File: src/rtl/ctrl_pipe_pkg.sv
// Shared widths and control-bundle types for the pipeline control shadow registers.
//   EX_W / M_W / WB_W : widths of the EX, M and WB control bundles from the Controller.
//   CNT_W             : width of the retired/bubble statistics counters.
package ctrl_pipe_pkg;

    localparam int unsigned EX_W  = 9;
    localparam int unsigned M_W   = 5;
    localparam int unsigned WB_W  = 4;
    localparam int unsigned CNT_W = 16;

    typedef logic [EX_W-1:0]  ex_ctrl_t;
    typedef logic [M_W-1:0]   m_ctrl_t;
    typedef logic [WB_W-1:0]  wb_ctrl_t;
    typedef logic [CNT_W-1:0] cnt_t;

    localparam cnt_t CntMax = '1;

    // ID/EX carries every bundle still needed downstream.
    typedef struct packed {
        ex_ctrl_t ex;
        m_ctrl_t  m;
        wb_ctrl_t wb;
        logic     valid;
    } idex_t;

    typedef struct packed {
        m_ctrl_t  m;
        wb_ctrl_t wb;
        logic     valid;
    } exmem_t;

    typedef struct packed {
        wb_ctrl_t wb;
        logic     valid;
    } memwb_t;

endpackage

File: src/rtl/ctrl_stage_reg.sv
// One pipeline control register with synchronous active-low reset and bubble load.
//   clk_i    : clock, rising edge
//   rst_ni   : synchronous active-low reset, clears the register
//   bubble_i : load all-zero instead of d_i (valid and all control bits cleared)
//   d_i      : next stage contents
//   q_o      : registered stage contents
module ctrl_stage_reg #(
    parameter int unsigned Width = 8
) (
    input  logic             clk_i,
    input  logic             rst_ni,
    input  logic             bubble_i,
    input  logic [Width-1:0] d_i,
    output logic [Width-1:0] q_o
);

    logic [Width-1:0] q_d, q_q;

    always_comb begin
        q_d = d_i;
        if (bubble_i) begin
            q_d = '0;
        end
    end

    always_ff @(posedge clk_i) begin
        if (!rst_ni) begin
            q_q <= '0;
        end else begin
            q_q <= q_d;
        end
    end

    assign q_o = q_q;

endmodule

File: src/rtl/ctrl_pipe.sv
// Control-signal pipeline for a 5-stage core: carries EX/M/WB bundles from ID through
// ID/EX, EX/MEM and MEM/WB, inserts bubbles on Stall/Flush and keeps saturating
// statistics counters.
//   Clk, Rst               : clock and synchronous active-low reset
//   EX_In, M_In, WB_In     : control bundles from the Controller (ID stage)
//   Valid_In               : ID holds a real instruction
//   Stall                  : load-use hazard, bubble into ID/EX
//   Flush                  : taken branch, bubble into ID/EX and EX/MEM (wins over Stall)
//   EX_Ctrl, M_Ctrl, WB_Ctrl : bundles held in ID/EX, EX/MEM, MEM/WB
//   EX_Valid, MEM_Valid, WB_Valid : per-stage valid
//   Retired, Bubbles       : saturating counts of retirements and bubble cycles
module ctrl_pipe
    import ctrl_pipe_pkg::*;
(
    input  logic            Clk,
    input  logic            Rst,
    input  logic [EX_W-1:0] EX_In,
    input  logic [M_W-1:0]  M_In,
    input  logic [WB_W-1:0] WB_In,
    input  logic            Valid_In,
    input  logic            Stall,
    input  logic            Flush,
    output logic [EX_W-1:0] EX_Ctrl,
    output logic [M_W-1:0]  M_Ctrl,
    output logic [WB_W-1:0] WB_Ctrl,
    output logic            EX_Valid,
    output logic            MEM_Valid,
    output logic            WB_Valid,
    output logic [15:0]     Retired,
    output logic [15:0]     Bubbles
);

    idex_t  idex_d,  idex_q;
    exmem_t exmem_d, exmem_q;
    memwb_t memwb_d, memwb_q;
    cnt_t   retired_d, retired_q;
    cnt_t   bubbles_d, bubbles_q;

    logic   bubble_cycle;

    // Flush already zeroes ID/EX, so OR-ing with Stall gives the Flush-priority result.
    assign bubble_cycle = Stall | Flush;

    assign idex_d  = '{ex: EX_In, m: M_In, wb: WB_In, valid: Valid_In};
    assign exmem_d = '{m: idex_q.m, wb: idex_q.wb, valid: idex_q.valid};
    assign memwb_d = '{wb: exmem_q.wb, valid: exmem_q.valid};

    ctrl_stage_reg #(
        .Width ($bits(idex_t))
    ) u_idex (
        .clk_i    (Clk),
        .rst_ni   (Rst),
        .bubble_i (bubble_cycle),
        .d_i      (idex_d),
        .q_o      (idex_q)
    );

    ctrl_stage_reg #(
        .Width ($bits(exmem_t))
    ) u_exmem (
        .clk_i    (Clk),
        .rst_ni   (Rst),
        .bubble_i (Flush),
        .d_i      (exmem_d),
        .q_o      (exmem_q)
    );

    ctrl_stage_reg #(
        .Width ($bits(memwb_t))
    ) u_memwb (
        .clk_i    (Clk),
        .rst_ni   (Rst),
        .bubble_i (1'b0),
        .d_i      (memwb_d),
        .q_o      (memwb_q)
    );

    always_comb begin
        retired_d = retired_q;
        bubbles_d = bubbles_q;
        if (memwb_q.valid && (retired_q != CntMax)) begin
            retired_d = retired_q + CNT_W'(1);
        end
        if (bubble_cycle && (bubbles_q != CntMax)) begin
            bubbles_d = bubbles_q + CNT_W'(1);
        end
    end

    always_ff @(posedge Clk) begin
        if (!Rst) begin
            retired_q <= '0;
            bubbles_q <= '0;
        end else begin
            retired_q <= retired_d;
            bubbles_q <= bubbles_d;
        end
    end

    assign EX_Ctrl   = idex_q.ex;
    assign M_Ctrl    = exmem_q.m;
    assign WB_Ctrl   = memwb_q.wb;
    assign EX_Valid  = idex_q.valid;
    assign MEM_Valid = exmem_q.valid;
    assign WB_Valid  = memwb_q.valid;
    assign Retired   = retired_q;
    assign Bubbles   = bubbles_q;

endmodule

File: config.mk
export PLATFORM = sky130hd
export DESIGN_NAME = ctrl_pipe
export DESIGN_NICKNAME = d
export VERILOG_FILES = /design/src/rtl/ctrl_pipe_pkg.sv /design/src/rtl/ctrl_stage_reg.sv /design/src/rtl/ctrl_pipe.sv
export SDC_FILE = /design/constraint.sdc
export NUM_CORES = 1
export LEC_CHECK = 0
export ABC_AREA = 1
export CAP_MARGIN = 20
export CORE_MARGIN = 2
export CORE_UTILIZATION = 35
export CTS_BUF_LIST = sky130_fd_sc_hd__clkbuf_16
export DETAILED_ROUTE_END_ITERATION = 16
export SLEW_MARGIN = 20
export SYNTH_ARGS = -nofsm -noshare
export SYNTH_HDL_FRONTEND = slang
export SYNTH_HIERARCHICAL = 1
export SYNTH_SLANG_ARGS = --single-unit
File: constraint.sdc
create_clock -name Clk -period 2.2 [get_ports Clk]
set_input_delay 0.44 -clock Clk [delete_from_list [all_inputs] [get_ports Clk]]
set_output_delay 0.44 -clock Clk [all_outputs]
set_load 0.02 [all_outputs]
==> results.toml <==
[run_status]
status = "finished clean"

[floorplan]
die_width_um = 95.4
die_y_um = 95.4
die_area_um2 = 9090
start_util_pct = 35.9
core_area_um2 = 8130
placementRows = 33
pin_count = 76

[cts]
clock_latency_ps = 330
hold_buffers = 0
post_cts_buffers = 0
root_buffer = "clkbuf_16"
h-tree-depth = 3
cts_tree = "built"
ctsResizeCount = 0
cts_sinks = 66
cts_made_buffers = 9
clkTransAtPathRegs_ps = 60
clock_path_buffers = 2

[setup_path]
crit_required_ps = 1760
cp_slowest_cell = "clkdlybuf4s50_1"
path_cells = "clkdlybuf4s50_1"
crit_fanout = 7
crit_type = "flip-flop to primary output"
worstSetupEndpointType = "primary output"
critPathTopFamily = "buffers and inverters"
critPathLaunchType = "flip-flop"
cpPeakStageDelay_ps = 670
crit_buf_inv = 1
worst_ep_arrival_time_ps = 1500

[sta]
fin_crit_sh_pct = 88.0
grt_setup_unrepaired = "no"
final_max_slew_viol_count = 0
timing.final.ws_setup_ps = 264
setup_viol = 0
post-route-min-period_ps = 1940
hold_viol_final = 0
skew_ps = 3.46
setup_tns_ps = 0
clock.fmax_mhz = 517

[placed_design]
gp_congestion = 0.861
dp.cells = 588
placed_area_um2 = 3790
portBuffers = 75
dpl_worst_slack_ps = 304
dp_hpwl_um = 4810

[yosys]
avgSynthCellArea_um2 = 7.09
synth_cell_types = 28
netlist_top_cells_area = "dfxtp_1 (45%), nor2_1 (12%), nand2_1 (9.8%), inv_1 (7.7%), nand3_1 (5.0%)"
yosysTopAreaCellShare_pct = 45.2
synth_ff_type = "dfxtp_1"
ys_warn_count = 6
synth_nets = 437
ys_ff_latch = 66
yosysSeqAreaShare_pct = 45.2
async_reset_ff_share_pct = 0
synth_cells = 412
yosys.area.top_type = "dfxtp_1"
synth_edf_count = 0
syn-cell-area_um2 = 2920

[global_route]
grt_use_total_pct = 15.6
grt_pass1_vias = 2458
antenna_found_initial = 0
grt_max_degree = 36
gr-total-overflow = 0
grt_pass1_wl_um = 11000

[detailed_routing]
drc = 0
drt_iter0_drc = 136
viasPerCell = 4.44
vias = 2679
routed_wl_um = 6520
antenna_left = 0
dr.pass1.iters = 4
routedWlPerCell_um = 10.8

[power]
ir_worst_vdd_uv = 480
leakagePower_nw = 1.69
power_density_nw_per_um2 = 690

[layout]
layout.nets = 519
final_cells = 604
synthToLayoutAreaGrowth_pct = 40.0
drive_above_1_share_pct = 10.6
postLayoutCoreUtil_pct = 50.3
diodes = 0
fin_area_um2 = 4090

[run]
cap_violations = 0

[hold_path]
min_path_type = "flip-flop to flip-flop"
## report_power, final
part	internal [mW]	switching, mW	leakage, nW	total [mW]
registers	1.21	0.0150	0.534	1.23
clock network	0.886	0.548	0.146	1.43
logic	0.0816	0.0792	1.01	0.161
## cells in the final DEF (no fill, tap or decap)
cell type and instances:
nor4_1 1, buf_12 1, nor2_4 5, o21ai_0 4
buf_4 1, xor2_1 2, a21boi_0 1, a21boi_1 1
nand2_4 4, o21ai_1 3, nor3_1 7, inv_1 60
nor2_1 97, nand2_2 5, nor2_8 1, nand2_1 76
clkinvlp_4 1, nand3_4 1, conb_1 1, ha_1 2
clkbuf_16 9, clkdlybuf4s50_1 75, clkinv_4 2, inv_6 2
a21oi_1 16, bufinv_16 1, and2_1 1, clkinv_2 2
nor2_2 18, nand4_1 4, nand3_1 29, dfxtp_1 66
## sequential cells by signal, indices dropped and copies added, names as in the netlist
register	flops
Bubbles	16
Retired	16
u_idex/q_o	19
u_exmem/q_o	10
u_memwb/q_o	5
## routing by layer
metal	vias up	part of all wire [%]	GRT usage, %
met1	1151	45	19.5
met4	0	1.2	5.80
li1	1425	-	-
met2	94	43	23.5
met3	9	9.9	7.04
met5	-	0	0
## cell usage after synthesis, types with 2 or more instances
library cell	count
ha_1	2
nor2_2	18
nand2_4	4
nand2_1	76
buf_2	2
a21oi_1	16
nand4_1	4
nor2_1	97
nor3_1	7
dfxtp_1	66
inv_1	60
o21ai_0	4
buf_6	2
xor2_1	2
nor2_4	5
nand3_1	29
o21ai_1	3
nand2_2	5
## per-stage QoR
stage	hold slack [ps]	power (mW)
global placement	395	1.41
global route	420	2.94
finish	407	2.82
detailed placement	398	1.42
CTS	408	2.86
floorplan	394	1.33
## path summary, 6_finish.rpt
| check | startpoint | end | slack, ps | depth (start not counted) |
|---|---|---|---|---|
| worst max-delay path | Bubbles[2] | Bubbles[2] | 260 | 1 |
| worst max register to register | Bubbles[0] | Bubbles[10] | 540 | 8 |
| worst min-delay path | u_idex/q_o[8] | u_exmem/q_o[8] | 410 | 2 |
| worst min register to register | u_idex/q_o[8] | u_exmem/q_o[8] | 410 | 2 |
## logic make-up after synthesis
| group | Yosys count | synth area share (%) |
|---|---|---|
| simple gates | 249 | 39.4 |
| buf+inv | 67 | 9.38 |
| flops | 66 | 45.2 |
| compound gates | 25 | 4.45 |
| xor+xnor | 2 | 0.600 |
| fa+ha+maj | 2 | 0.856 |
| other cells | 1 | 0.128 |
## layout make-up
cell class / count / area, um2
Tap cell: 105 / 131
Sequential cell: 66 / 1320
Clock inverter: 7 / 77.6
Inverter: 61 / 230
Multi-Input combinational cell: 279 / 1330
Timing Repair Buffer: 77 / 778
Clock buffer: 9 / 225
Fill cell: 793 / 4040
Power figures use the tool's default switching activity.
